### config.mk
export PLATFORM = sky130hd
export DESIGN_NAME = approx_mult_engine_flat
export DESIGN_NICKNAME = d
export VERILOG_FILES = /design/src/rtl/approx_mult_engine_if.sv /design/src/rtl/approx_mult_engine.sv /design/src/flat_wrapper.sv
export SDC_FILE = /design/constraint.sdc
export NUM_CORES = 1
export LEC_CHECK = 0
export CORE_MARGIN = 2
export CORE_UTILIZATION = 50
export CTS_CLUSTER_SIZE = 20
export DETAILED_ROUTE_END_ITERATION = 16
export GPL_TIMING_DRIVEN = 0
export PLACE_DENSITY = 0.71
export SETUP_SLACK_MARGIN = 0.1
export SLEW_MARGIN = 15
export SYNTH_ARGS = -nofsm -noshare
export SYNTH_HDL_FRONTEND = slang
export SYNTH_SLANG_ARGS = --single-unit
### constraint.sdc
create_clock -name clk -period 5.55 [get_ports clk]
set_input_delay 0.555 -clock clk [delete_from_list [all_inputs] [get_ports clk]]
set_output_delay 0.555 -clock clk [all_outputs]
set_load 0.01 [all_outputs]
### src/rtl/approx_mult_engine_if.sv
// Host-side bus of the approximate multiplier engine: batch control, input RAM
// read port (async) and output RAM write port (sync).
//
// Handshake: the host raises start for one cycle; it is accepted only while the
// engine is idle (busy=0, done=0), otherwise it is dropped. busy rises the cycle
// after an accepted start and falls in the same cycle done pulses for one cycle,
// which is the cycle after the last out_wr. in_data must be valid in the same
// cycle in_addr is presented. Each out_wr cycle is one result write.
interface approx_mult_engine_if #(
    parameter int DATA_W = 16,
    parameter int ADDR_W = 4
);
    logic                  start;
    logic                  busy;
    logic                  done;
    logic [ADDR_W-1:0]     in_addr;
    logic [DATA_W-1:0]     in_data;
    logic                  out_wr;
    logic [ADDR_W-2:0]     out_addr;
    logic [2*DATA_W-1:0]   out_data;

    // Host controller plus RAM models
    modport master (
        output start, in_data,
        input  busy, done, in_addr, out_wr, out_addr, out_data
    );

    // The engine
    modport slave (
        input  start, in_data,
        output busy, done, in_addr, out_wr, out_addr, out_data
    );
endinterface

### src/rtl/approx_mult_engine.sv
// Leading-one approximate multiplier engine. For each of NUM_PAIRS operand pairs
// it reads a and b from the input RAM, shifts each left to its leading one (capped
// at DATA_W-KEEP_W positions), multiplies the top KEEP_W bits, shifts the product
// back into place and writes it to the output RAM.
// Optional feature macro: APPROX_ROUND_EN -- round the kept bits to nearest
// (saturating) instead of truncating.
module approx_mult_engine #(
    parameter int DATA_W    = 16,
    parameter int KEEP_W    = 8,
    parameter int NUM_PAIRS = 8,
    parameter int ADDR_W    = 4
) (
    input  logic               clk,
    input  logic               rst,
    approx_mult_engine_if.slave bus,
    output logic [2:0]         state_dbg
);

    localparam int MAXS = DATA_W - KEEP_W;
    localparam int SW   = $clog2(MAXS + 1);
    localparam int DW   = $clog2(2 * MAXS + 1);
    localparam int KW   = ADDR_W - 1;

    typedef enum logic [2:0] {
        IDLE   = 3'd0,
        LOAD_A = 3'd1,
        LOAD_B = 3'd2,
        NORM   = 3'd3,
        MULT   = 3'd4,
        DENORM = 3'd5,
        WRITE  = 3'd6,
        DONE   = 3'd7
    } state_t;

    state_t                state, state_nxt;
    logic [DATA_W-1:0]     a_r, b_r;
    logic [SW-1:0]         sa_r, sb_r;
    logic [DW-1:0]         d_r;
    logic [2*DATA_W-1:0]   p_r;
    logic [2*DATA_W-1:0]   out_data_r;
    logic [KW-1:0]         k_r;

    logic                  shift_a, shift_b;
    logic                  last_pair;
    logic [KEEP_W-1:0]     ta, tb;
    logic [2*KEEP_W-1:0]   prod;

    // An operand keeps shifting until its MSB is set or the shift cap is reached;
    // a zero operand therefore stops at the cap with zero kept bits.
    assign shift_a   = !a_r[DATA_W-1] && (sa_r < SW'(MAXS));
    assign shift_b   = !b_r[DATA_W-1] && (sb_r < SW'(MAXS));
    assign last_pair = (k_r == KW'(NUM_PAIRS - 1));

`ifdef APPROX_ROUND_EN
    logic [KEEP_W-1:0] ta_raw, tb_raw;

    // Round the kept bits using the first dropped bit, saturating at all-ones
    always_comb begin
        ta_raw = a_r[DATA_W-1 -: KEEP_W];
        tb_raw = b_r[DATA_W-1 -: KEEP_W];
        ta     = (&ta_raw) ? ta_raw : ta_raw + KEEP_W'(a_r[DATA_W-KEEP_W-1]);
        tb     = (&tb_raw) ? tb_raw : tb_raw + KEEP_W'(b_r[DATA_W-KEEP_W-1]);
    end
`else
    // Plain truncation to the kept bits
    always_comb begin
        ta = a_r[DATA_W-1 -: KEEP_W];
        tb = b_r[DATA_W-1 -: KEEP_W];
    end
`endif

    assign prod = {{KEEP_W{1'b0}}, ta} * {{KEEP_W{1'b0}}, tb};

    // State register
    always_ff @(posedge clk) begin
        if (!rst) begin
            state <= IDLE;
        end else begin
            state <= state_nxt;
        end
    end

    // Next-state logic and state-decoded bus outputs
    always_comb begin
        state_nxt    = state;
        bus.busy     = 1'b0;
        bus.done     = 1'b0;
        bus.in_addr  = '0;
        bus.out_wr   = 1'b0;
        bus.out_addr = '0;
        case (state)
            IDLE: begin
                if (bus.start) begin
                    state_nxt = LOAD_A;
                end
            end
            LOAD_A: begin
                bus.busy    = 1'b1;
                bus.in_addr = {k_r, 1'b0};
                state_nxt   = LOAD_B;
            end
            LOAD_B: begin
                bus.busy    = 1'b1;
                bus.in_addr = {k_r, 1'b1};
                state_nxt   = NORM;
            end
            NORM: begin
                bus.busy = 1'b1;
                if (!shift_a && !shift_b) begin
                    state_nxt = MULT;
                end
            end
            MULT: begin
                bus.busy  = 1'b1;
                state_nxt = DENORM;
            end
            DENORM: begin
                bus.busy = 1'b1;
                if (d_r == '0) begin
                    state_nxt = WRITE;
                end
            end
            WRITE: begin
                bus.busy     = 1'b1;
                bus.out_wr   = 1'b1;
                bus.out_addr = k_r;
                state_nxt    = last_pair ? DONE : LOAD_A;
            end
            DONE: begin
                bus.done  = 1'b1;
                state_nxt = IDLE;
            end
            default: begin
                state_nxt = IDLE;
            end
        endcase
    end

    assign bus.out_data = out_data_r;
    assign state_dbg    = state;

    // Datapath: operand capture, normalisation, product build-up and result hold
    always_ff @(posedge clk) begin
        if (!rst) begin
            a_r        <= '0;
            b_r        <= '0;
            sa_r       <= '0;
            sb_r       <= '0;
            d_r        <= '0;
            p_r        <= '0;
            out_data_r <= '0;
            k_r        <= '0;
        end else begin
            case (state)
                IDLE: begin
                    if (bus.start) begin
                        k_r <= '0;
                    end
                end
                LOAD_A: begin
                    a_r  <= bus.in_data;
                    sa_r <= '0;
                end
                LOAD_B: begin
                    b_r  <= bus.in_data;
                    sb_r <= '0;
                end
                NORM: begin
                    if (shift_a) begin
                        a_r  <= {a_r[DATA_W-2:0], 1'b0};
                        sa_r <= sa_r + 1'b1;
                    end
                    if (shift_b) begin
                        b_r  <= {b_r[DATA_W-2:0], 1'b0};
                        sb_r <= sb_r + 1'b1;
                    end
                end
                MULT: begin
                    p_r <= {{(2*DATA_W-2*KEEP_W){1'b0}}, prod};
                    d_r <= DW'(2 * MAXS) - DW'(sa_r) - DW'(sb_r);
                end
                DENORM: begin
                    if (d_r != '0) begin
                        p_r <= {p_r[2*DATA_W-2:0], 1'b0};
                        d_r <= d_r - 1'b1;
                    end else begin
                        // p is final here; hold it on out_data through WRITE and beyond
                        out_data_r <= p_r;
                    end
                end
                WRITE: begin
                    if (!last_pair) begin
                        k_r <= k_r + 1'b1;
                    end
                end
                default: begin
                end
            endcase
        end
    end

endmodule

### src/flat_wrapper.sv
// flat-port wrapper written by rule: the top's interface ports become plain ports
module approx_mult_engine_flat 
#(
    parameter int DATA_W    = 16,
    parameter int KEEP_W    = 8,
    parameter int NUM_PAIRS = 8,
    parameter int ADDR_W    = 4
)
  (clk, rst, state_dbg, bus_start, bus_in_data, bus_busy, bus_done, bus_in_addr, bus_out_wr, bus_out_addr, bus_out_data);
  approx_mult_engine_if #(.DATA_W(DATA_W), .ADDR_W(ADDR_W)) bus_i ();
  input  logic clk;
  input  logic rst;
  output logic [2:0] state_dbg;
  input wire logic [$bits(bus_i.start)-1:0] bus_start;
  input wire logic [$bits(bus_i.in_data)-1:0] bus_in_data;
  output wire logic [$bits(bus_i.busy)-1:0] bus_busy;
  output wire logic [$bits(bus_i.done)-1:0] bus_done;
  output wire logic [$bits(bus_i.in_addr)-1:0] bus_in_addr;
  output wire logic [$bits(bus_i.out_wr)-1:0] bus_out_wr;
  output wire logic [$bits(bus_i.out_addr)-1:0] bus_out_addr;
  output wire logic [$bits(bus_i.out_data)-1:0] bus_out_data;
  assign bus_i.start = bus_start;
  assign bus_i.in_data = bus_in_data;
  assign bus_busy = bus_i.busy;
  assign bus_done = bus_i.done;
  assign bus_in_addr = bus_i.in_addr;
  assign bus_out_wr = bus_i.out_wr;
  assign bus_out_addr = bus_i.out_addr;
  assign bus_out_data = bus_i.out_data;
  approx_mult_engine #(.DATA_W(DATA_W), .KEEP_W(KEEP_W), .NUM_PAIRS(NUM_PAIRS), .ADDR_W(ADDR_W)) u_core (.clk(clk), .rst(rst), .bus(bus_i), .state_dbg(state_dbg));
endmodule
Yosys cells after proc, flatten, opt, wreduce, memory -nomap -nowiden:

Cells that the tools add are included.

* input port bits: 19
* logic and storage cells: 80
* flip-flop bits (word level): 115

* magnitude comparators: 2
* bitwise logic cells: 1
* mux-type cells: 25
* eq/ne operators: 15
* add/subtract/negate cells: 6
* $mul: 1
* reductions and logical operators: 21

Operator list (count)
* one-hot mux 16 bit (2 select lines): 2
* one-hot mux 32 bit (2 select lines): 1
* two-way mux 16 bit: 2
* two-way mux 32 bit: 1
* one-hot mux 3 bit (8 select lines): 1
* one-hot mux 4 bit (2 select lines): 3
* two-way mux 3 bit: 7
* multiplier 8 x 8 -> 16 bit: 1
* equality test 3 bit, second input constant: 5
* != test 2 x 1 -> 1 bit, second input constant: 5
* one-hot mux 5 bit (2 select lines): 1
* adder 4 x 1 -> 4 bit, second input constant: 2
* less-than comparator 4 bit, second input constant: 2
* two-way mux 4 bit: 2
* AND reduction 2 bit: 4
* nonzero test 2 bit: 4
* equality test 3 x 2 -> 1 bit, second input constant: 2
* one-hot mux 3 bit (2 select lines): 1
* AND reduction 3 bit: 2
* OR reduction 6 bit: 1
* logical NOT 5 bit: 1
* two-way mux 5 bit: 1
* nonzero test 5 bit: 1
* subtractor 5 x 1 -> 5 bit, second input constant: 1
* other kinds (10): 18

Depth between registers and ports, before layout:

Gate-level depths: netlist (run 1).

* depth after elaboration: 6
* mapped depth: 17
* depth with buffers taken out: 15

Least setup slack after synthesis (run 1):

Ideal clock, no wire load.

* path kind: register to register
* start point: reg u_core.b_r[15]
* end point: reg u_core.p_r[14]
* clock period less this slack: 4.537 ns
* path slack: 1.013 ns
* path buffers: 1
* stages on the path, launching flop included: 16
* data arrival time: 4.422 ns
* library setup time: 0.115 ns
* cell sequence: dfxtp_1 > clkbuf_1 > nand2_1 > fa_1 > fa_1 > inv_1 > fa_1 > inv_1 > fa_1 > inv_1 > ha_1 > and2_4 > a221oi_4 > a211oi_1 > or4_1 > and3_1

* word-level cells in the longest chain between the ends: 2

RTL lines
* start, declared: RTL line approx_mult_engine.sv:36 `logic [DATA_W-1:0] a_r, b_r;`
* start signal, assigned: RTL line approx_mult_engine.sv:165 `b_r <= bus.in_data;`
* start signal, assigned: RTL line approx_mult_engine.sv:174 `b_r <= {b_r[DATA_W-2:0], 1'b0};`
* multiplier 8 x 8 -> 16 bit: RTL line approx_mult_engine.sv:72 `assign prod = {{KEEP_W{1'b0}}, ta} * {{KEEP_W{1'b0}}, tb};`
* one-hot mux 32 bit (2 select lines): RTL line approx_mult_engine.sv:154 `case (state)`
* end signal, assigned: RTL line approx_mult_engine.sv:179 `p_r <= {{(2*DATA_W-2*KEEP_W){1'b0}}, prod};`
* end signal, assigned: RTL line approx_mult_engine.sv:184 `p_r <= {p_r[2*DATA_W-2:0], 1'b0};`
* end, declared: RTL line approx_mult_engine.sv:39 `logic [2*DATA_W-1:0] p_r;`

Every way passes these cells.
A chain may end at the register's enable or synchronous reset.

Worst setup path in the final report (run 1):

* start point: reg u_core.a_r[8]
* end point: reg u_core.p_r[14]

* word-level cells in the longest chain between the ends: 2

RTL lines
* start, declared: RTL line approx_mult_engine.sv:36
* start signal, assigned: RTL line approx_mult_engine.sv:161 `a_r <= bus.in_data;`
* start signal, assigned: RTL line approx_mult_engine.sv:170 `a_r <= {a_r[DATA_W-2:0], 1'b0};`
* multiplier 8 x 8 -> 16 bit: RTL line approx_mult_engine.sv:72
* one-hot mux 32 bit (2 select lines): RTL line approx_mult_engine.sv:154

Every way passes these cells.

==> qor.txt, run 1 <==
status: finished clean
Critical Path RT: 5.86 ns
IO buf count: 62
sequential area share after synthesis: 31.7%
RSZ-0062 raised after global routing: false
crit path launch type: flip-flop
Fmax: 202 MHz
PD cells: 272 nW/µm²
cell count after synthesis: 876
first-pass GRT wire length: 29100 µm
Worst path slowest cell: fa_1
clk sink count: 115
cell mode on critical path: fa_1
share of layout cells above drive strength 1: 8.57%
Worst setup EP type: flip-flop
Largest stage delay, worst path: 0.54 ns
number of enable flip-flop cells after synthesis: 0
Post-Route WL: 17100 µm
final antenna-violating net count: 0
via/cell ratio: 5.47
final net count: 1062
post-cts repair resize count: 0
IO Pins: 64
post-synth top area cell: dfxtp_1
largest net degree at the start of global routing: 17
Leakage Power: 3.62 nW
drt first-iter violations: 300
Hold/Removal Path Class: flip-flop to flip-flop
worst vdd ir: 0.000332 V
Tcrit/Tclk final: 89.4%
initial core utilization: 50.5%
Final setup viols: 0
count leader, synth: nand2_1
syn_area_per_cell: 8.29 µm²
Distinct cells, synth: 66
via count: 6305
Worst-Margin Slew: 0.745 ns
DIE AREA: 15500 µm²
overall global routing resource usage: 22.7%
Fin Hold WS: 0.452 ns
Yosys warnings: 0
post-synth top area share: 31.7%
CP Cell Sequence: clkbuf_1 > nand2_1 > fa_1 > fa_1 > inv_1 > fa_1 > inv_1 > fa_1 > inv_1 > ha_1 > and2_4 > a221oi_4 > a211oi_1 > or4_1 > and3_1
critical path arrival: 5.27 ns
dominant synthesized flop cell: dfxtp_1
syn_nets: 981
Area growth syn-to-layout: 19.7%
Slew HR: 50.4%
Slew Limit Fails: 0
post-detail-place hpwl: 12900 µm
die height: 125 µm
Clock transition at path regs: 0.06 ns
Max Cap Violations: 0
final routed DRC violation total: 0
crit path time final: 4.96 ns
Avg WL per Cell: 14.8 µm
vias in the first global route: 6015
CTS tree: built
Bufs on Longest Clock Path: 2
cts hold-fix bufs: 0
1st-pass router iterations: 4
GP Congestion: 0.844
Worst Skew: 0.00523 ns
latest clock arrival within the worst-skew pair: 0.42 ns
# diodes: 0
Chip Width: 125 µm
synthesis-stage register bit count: 115
maximum fanout along the worst path: 10
critical path class: flip-flop to flip-flop
Async S/R FF share, synth: 0%
H-Tree Depth: 4
# Post-CTS Setup Buffers: 0
Final Hold Fails: 0
clk root buf: clkbuf_16
antenna violations before repair: 0
cts bufs inserted: 17
Synth area leaders: dfxtp_1, fa_1, ha_1
most instantiated cells after synthesis: nand2_1, dfxtp_1, a21oi_1
area of the mapped netlist: 7260 µm²
Core ar.: 14400 µm²
final setup TNS: 0 ns
total grt overflow: 0
Std-Cell Rows: 44
-- routing by layer --
| layer | vias up | GRT usage, % | routed length (µm) | part of all wire, % |
|---|---|---|---|---|
| li1 | 3136 | - | - | - |
| met3 | 26 | 4.51 | 709 | 4.1 |
| met1 | 3005 | 30.8 | 8050 | 47 |
| met5 | - | 0 | 0 | 0 |
| met2 | 138 | 37.2 | 8070 | 47 |
| met4 | 0 | 5.82 | 264 | 1.5 |
-- where the power goes --
part / internal (mW) / switching (mW)
Combinational: 0.151 / 0.242
Clock: 0.663 / 0.411
Sequential: 0.866 / 0.0318
Total: 1.68 / 0.684
-- area by class of cell --
class,instances,area (µm²)
Clock inverter,14,155
Buffer,60,283
Clock buffer,17,425
Timing Repair Buffer,62,621
Inverter,64,240
Sequential cell,115,2300
Multi-Input combinational cell,637,4440
Fill cell,1290,5670
Tap cell,184,230
-- cells in the final DEF, fill, tap and decap left out, types with 8 or more instances in the layout --
| cell | n |
|---|---|
| and2_1 | 73 |
| a21oi_2 | 15 |
| clkbuf_1 | 36 |
| nor2_1 | 35 |
| a31oi_1 | 8 |
| nand3_1 | 29 |
| buf_2 | 13 |
| a211oi_1 | 17 |
| clkdlybuf4s50_1 | 62 |
| ha_1 | 49 |
| fa_1 | 37 |
| dfxtp_1 | 115 |
| o21ai_0 | 39 |
| inv_1 | 63 |
| clkbuf_16 | 17 |
| nand2_1 | 129 |
| a21oi_1 | 105 |
-- worst paths after layout --
path | startpoint | endpoint | slack (ns) | cells after the start
min reg2reg | u_core.bus.out_data[16] | u_core.bus.out_data[16] | 0.45 | 2
min | u_core.bus.out_data[16] | u_core.bus.out_data[16] | 0.45 | 2
max reg2reg | u_core.a_r[8] | u_core.p_r[14] | 0.59 | 15
max | u_core.a_r[8] | u_core.p_r[14] | 0.59 | 15
-- metrics by stage --
step / std cells / power, mW / instance area [µm²] / util (%) / worst slack [ns]
finish: 1153 / 2.36 / 8690 / 60.5 / 0.590
global route: 1153 / 2.47 / 8690 / 60.5 / 0.327
CTS: 1153 / 2.37 / 8690 / 60.5 / 0.567
detailed placement: 1122 / 1.31 / 8110 / 56.5 / 0.589
global placement: 1122 / 1.30 / 8110 / 56.5 / 0.606
floorplan: 876 / 1.19 / 7260 / - / 1.01
-- state kept, by name (all words and copies together) (netlist names) --
signal / flops
u_core.sb_r: 4
u_core.k_r: 3
u_core.a_r: 16
u_core.state_dbg: 3
u_core.p_r: 32
u_core.b_r: 16
u_core.sa_r: 4
u_core.bus.out_data: 32
u_core.d_r: 5
-- worst max-delay path: cells and delay by family (launching register included) --
kind | cells | cell delay [ns]
buffers and inverters | 4 | 0.56
adders and majority gates | 5 | 2.50
and+or+nand+nor | 4 | 0.99
AOI/OAI and AO/OA | 2 | 0.50
DFF | 1 | 0.30
-- cell families (layout without fill, tap and decap cells) --
| family | Yosys count | count (layout) | share of synthesized area (%) |
|---|---|---|---|
| adder cells (fa/ha/maj) | 86 | 86 | 18.6 |
| flip-flops | 115 | 115 | 31.7 |
| multiplexers | 2 | 2 | 0.293 |
| AND/OR/NAND/NOR | 311 | 311 | 21.4 |
| XOR/XNOR | 8 | 8 | 0.965 |
| AO/OA/AOI/OAI | 230 | 230 | 19.8 |
| buffers and inverters | 124 | 217 | 7.20 |
Power figures use the tool's default switching activity.
==> run 2: changes to the inputs <==
Settings changed: RECOVER_POWER set to 100.
==> qor.txt, run 2 (synthesized netlist as in run 1, its figures left out) <==
status: finished clean
critical path class: flip-flop to flip-flop
max layer used: met4
Internal: 1.67 mW
CTS tree: built
via count: 6273
Hold/Removal Path Class: flip-flop to flip-flop
launching point of the worst reg2reg path: u_core.a_r[8]
Post-Place Cells: 1122
RSZ-0062 raised after global routing: false
antenna violations before repair: 0
final antenna-violating net count: 0
maximum fanout along the worst path: 10
switching power: 0.681 mW
Core ar.: 14400 µm²
Avg WL per Cell: 14.8 µm
Flop pwr share: 38.1%
filler instances: 1315
H-Tree Depth: 4
Slew HR: 29.9%
via/cell ratio: 5.44
Slew Limit Fails: 0
clk root buf: clkbuf_16
crit path launch type: flip-flop
Clock transition at path regs: 0.06 ns
fin cells: 1153
PD cells: 273 nW/µm²
critical path arrival: 5.33 ns
cts hold-fix bufs: 0
Std-Cell Rows: 44
Worst setup EP type: flip-flop
die height: 125 µm
clock network power share: 45.6%
worst vdd ir: 0.000331 V
vias in the first global route: 6015
IO buf count: 62
Sw Share: 29.0%
commonest cells after routing, fill and taps aside: nand2_1, dfxtp_1, a21oi_1, and2_1, inv_1
min-delay src: u_core.bus.out_data[16]
WL met3: 697 µm
clk sink count: 115
Bufs on Longest Clock Path: 2
final net count: 1062
cts bufs inserted: 17
final setup TNS: 0 ns
overall global routing resource usage: 22.7%
Chip Width: 125 µm
Critical Path RT: 5.87 ns
Worst R2R Path Depth: 15
Max Cap Violations: 0
WHS Path Cells: 2
Worst Skew: 0.00557 ns
crit path time final: 5.02 ns
Fin Hold WS: 0.449 ns
final routed DRC violation total: 0
Tcrit/Tclk final: 90.4%
Crit Reg-Reg Endpoint: u_core.p_r[14]
initial core utilization: 50.5%
post-detail-place hpwl: 12900 µm
most common cell after layout, fill and taps aside: nand2_1
drt first-iter violations: 255
flop2flop setup slack: 0.53 ns
Hold Path End: u_core.bus.out_data[16]
Area growth syn-to-layout: 18.4%
latest clock arrival within the worst-skew pair: 0.42 ns
Final Hold Fails: 0
first-pass GRT wire length: 29100 µm
largest net degree at the start of global routing: 17
1st-pass router iterations: 4
Final setup viols: 0
wl on met1: 8080 µm
post-cts repair resize count: 0
Fmax: 199 MHz
Worst-Margin Slew: 1.04 ns
DIE AREA: 15500 µm²
total grt overflow: 0
# diodes: 0
IO Pins: 64
Post-Route WL: 17000 µm
share of layout cells above drive strength 1: 6.30%
GP Congestion: 0.844
# Post-CTS Setup Buffers: 0
Leakage Power: 3.69 nW
wire length on met2: 8010 µm
combinational share of power: 16.2%
run 2: cell count changes in the layout (fill, tap and decap cells not counted), sizes merged:
cell	change
clkbuf	+10
clkdlybuf4s50	-44
buf	-10
dlygate4sd3	+44
run 2: layer usage:
metal	GRT usage, %	vias to the layer above
li1	-	3139
met1	30.8	2977
met2	37.2	136
met3	4.51	21
met4	5.82	0
met5	0	-
run 2: layout make-up:
type | count | area (µm²) | share of cell area, %
inverter | 64 | 240 | 2.79
buffer | 60 | 250 | 2.91
multi-input combinational | 637 | 4380 | 50.9
clock inverter | 14 | 155 | 1.80
sequential | 115 | 2300 | 26.8
timing repair buffer | 62 | 621 | 7.21
clock buffer | 17 | 425 | 4.95
tap | 184 | 230 | 2.68
run 2: power by group through the flow:
stage / logic [mW] / registers [mW] / clock network (mW)
final: 0.382 / 0.897 / 1.07
after global routing: 0.433 / 0.902 / 1.12
after CTS: 0.395 / 0.897 / 1.08
after detailed placement: 0.393 / 0.914 / 0
after global placement: 0.385 / 0.914 / 0
after floorplan: 0.284 / 0.904 / 0
run 2: worst max-delay path by stage:
stage | start | end | slack (ns) | cells after the start
2_1_floorplan | u_core.b_r[15] | u_core.p_r[14] | 1.01 | 15
3_3_place_gp | u_core.a_r[8] | u_core.p_r[14] | 0.61 | 15
3_5_place_dp | u_core.a_r[8] | u_core.p_r[14] | 0.59 | 15
4_1_cts | u_core.a_r[8] | u_core.p_r[14] | 0.57 | 15
5_1_grt | u_core.a_r[8] | u_core.p_r[14] | 0.25 | 15
6_report | u_core.a_r[8] | u_core.p_r[14] | 0.53 | 15
run 2: worst max-delay path, stage by stage, from the launching register on:
cell and delay (ns):
dfxtp_1 0.30, clkbuf_1 0.42, nand2_1 0.16, fa_1 0.53, fa_1 0.54, inv_1 0.05, fa_1 0.54, inv_1 0.06
fa_1 0.53, inv_1 0.04, ha_1 0.36, and2_0 0.22, a221oi_4 0.35, a211oi_1 0.17, or4_1 0.48, and3_1 0.17
run 2: stage by stage:
| step | instance area, µm² | worst slack, ns | total power, mW | utilization, % |
|---|---|---|---|---|
| 3_3_place_gp | 8110 | 0.606 | 1.30 | 56.5 |
| 5_1_grt | 8600 | 0.249 | 2.46 | 59.9 |
| 3_5_place_dp | 8110 | 0.589 | 1.31 | 56.5 |
| 2_1_floorplan | 7260 | 1.01 | 1.19 | - |
| 4_1_cts | 8690 | 0.567 | 2.37 | 60.5 |
| 6_report | 8600 | 0.533 | 2.35 | 59.9 |
==> run 3: changes to the inputs <==
Settings changed: TNS_END_PERCENT set to 1.
==> results of run 3 <==
The final DEF is identical to that of run 2; final timing and power are the same.
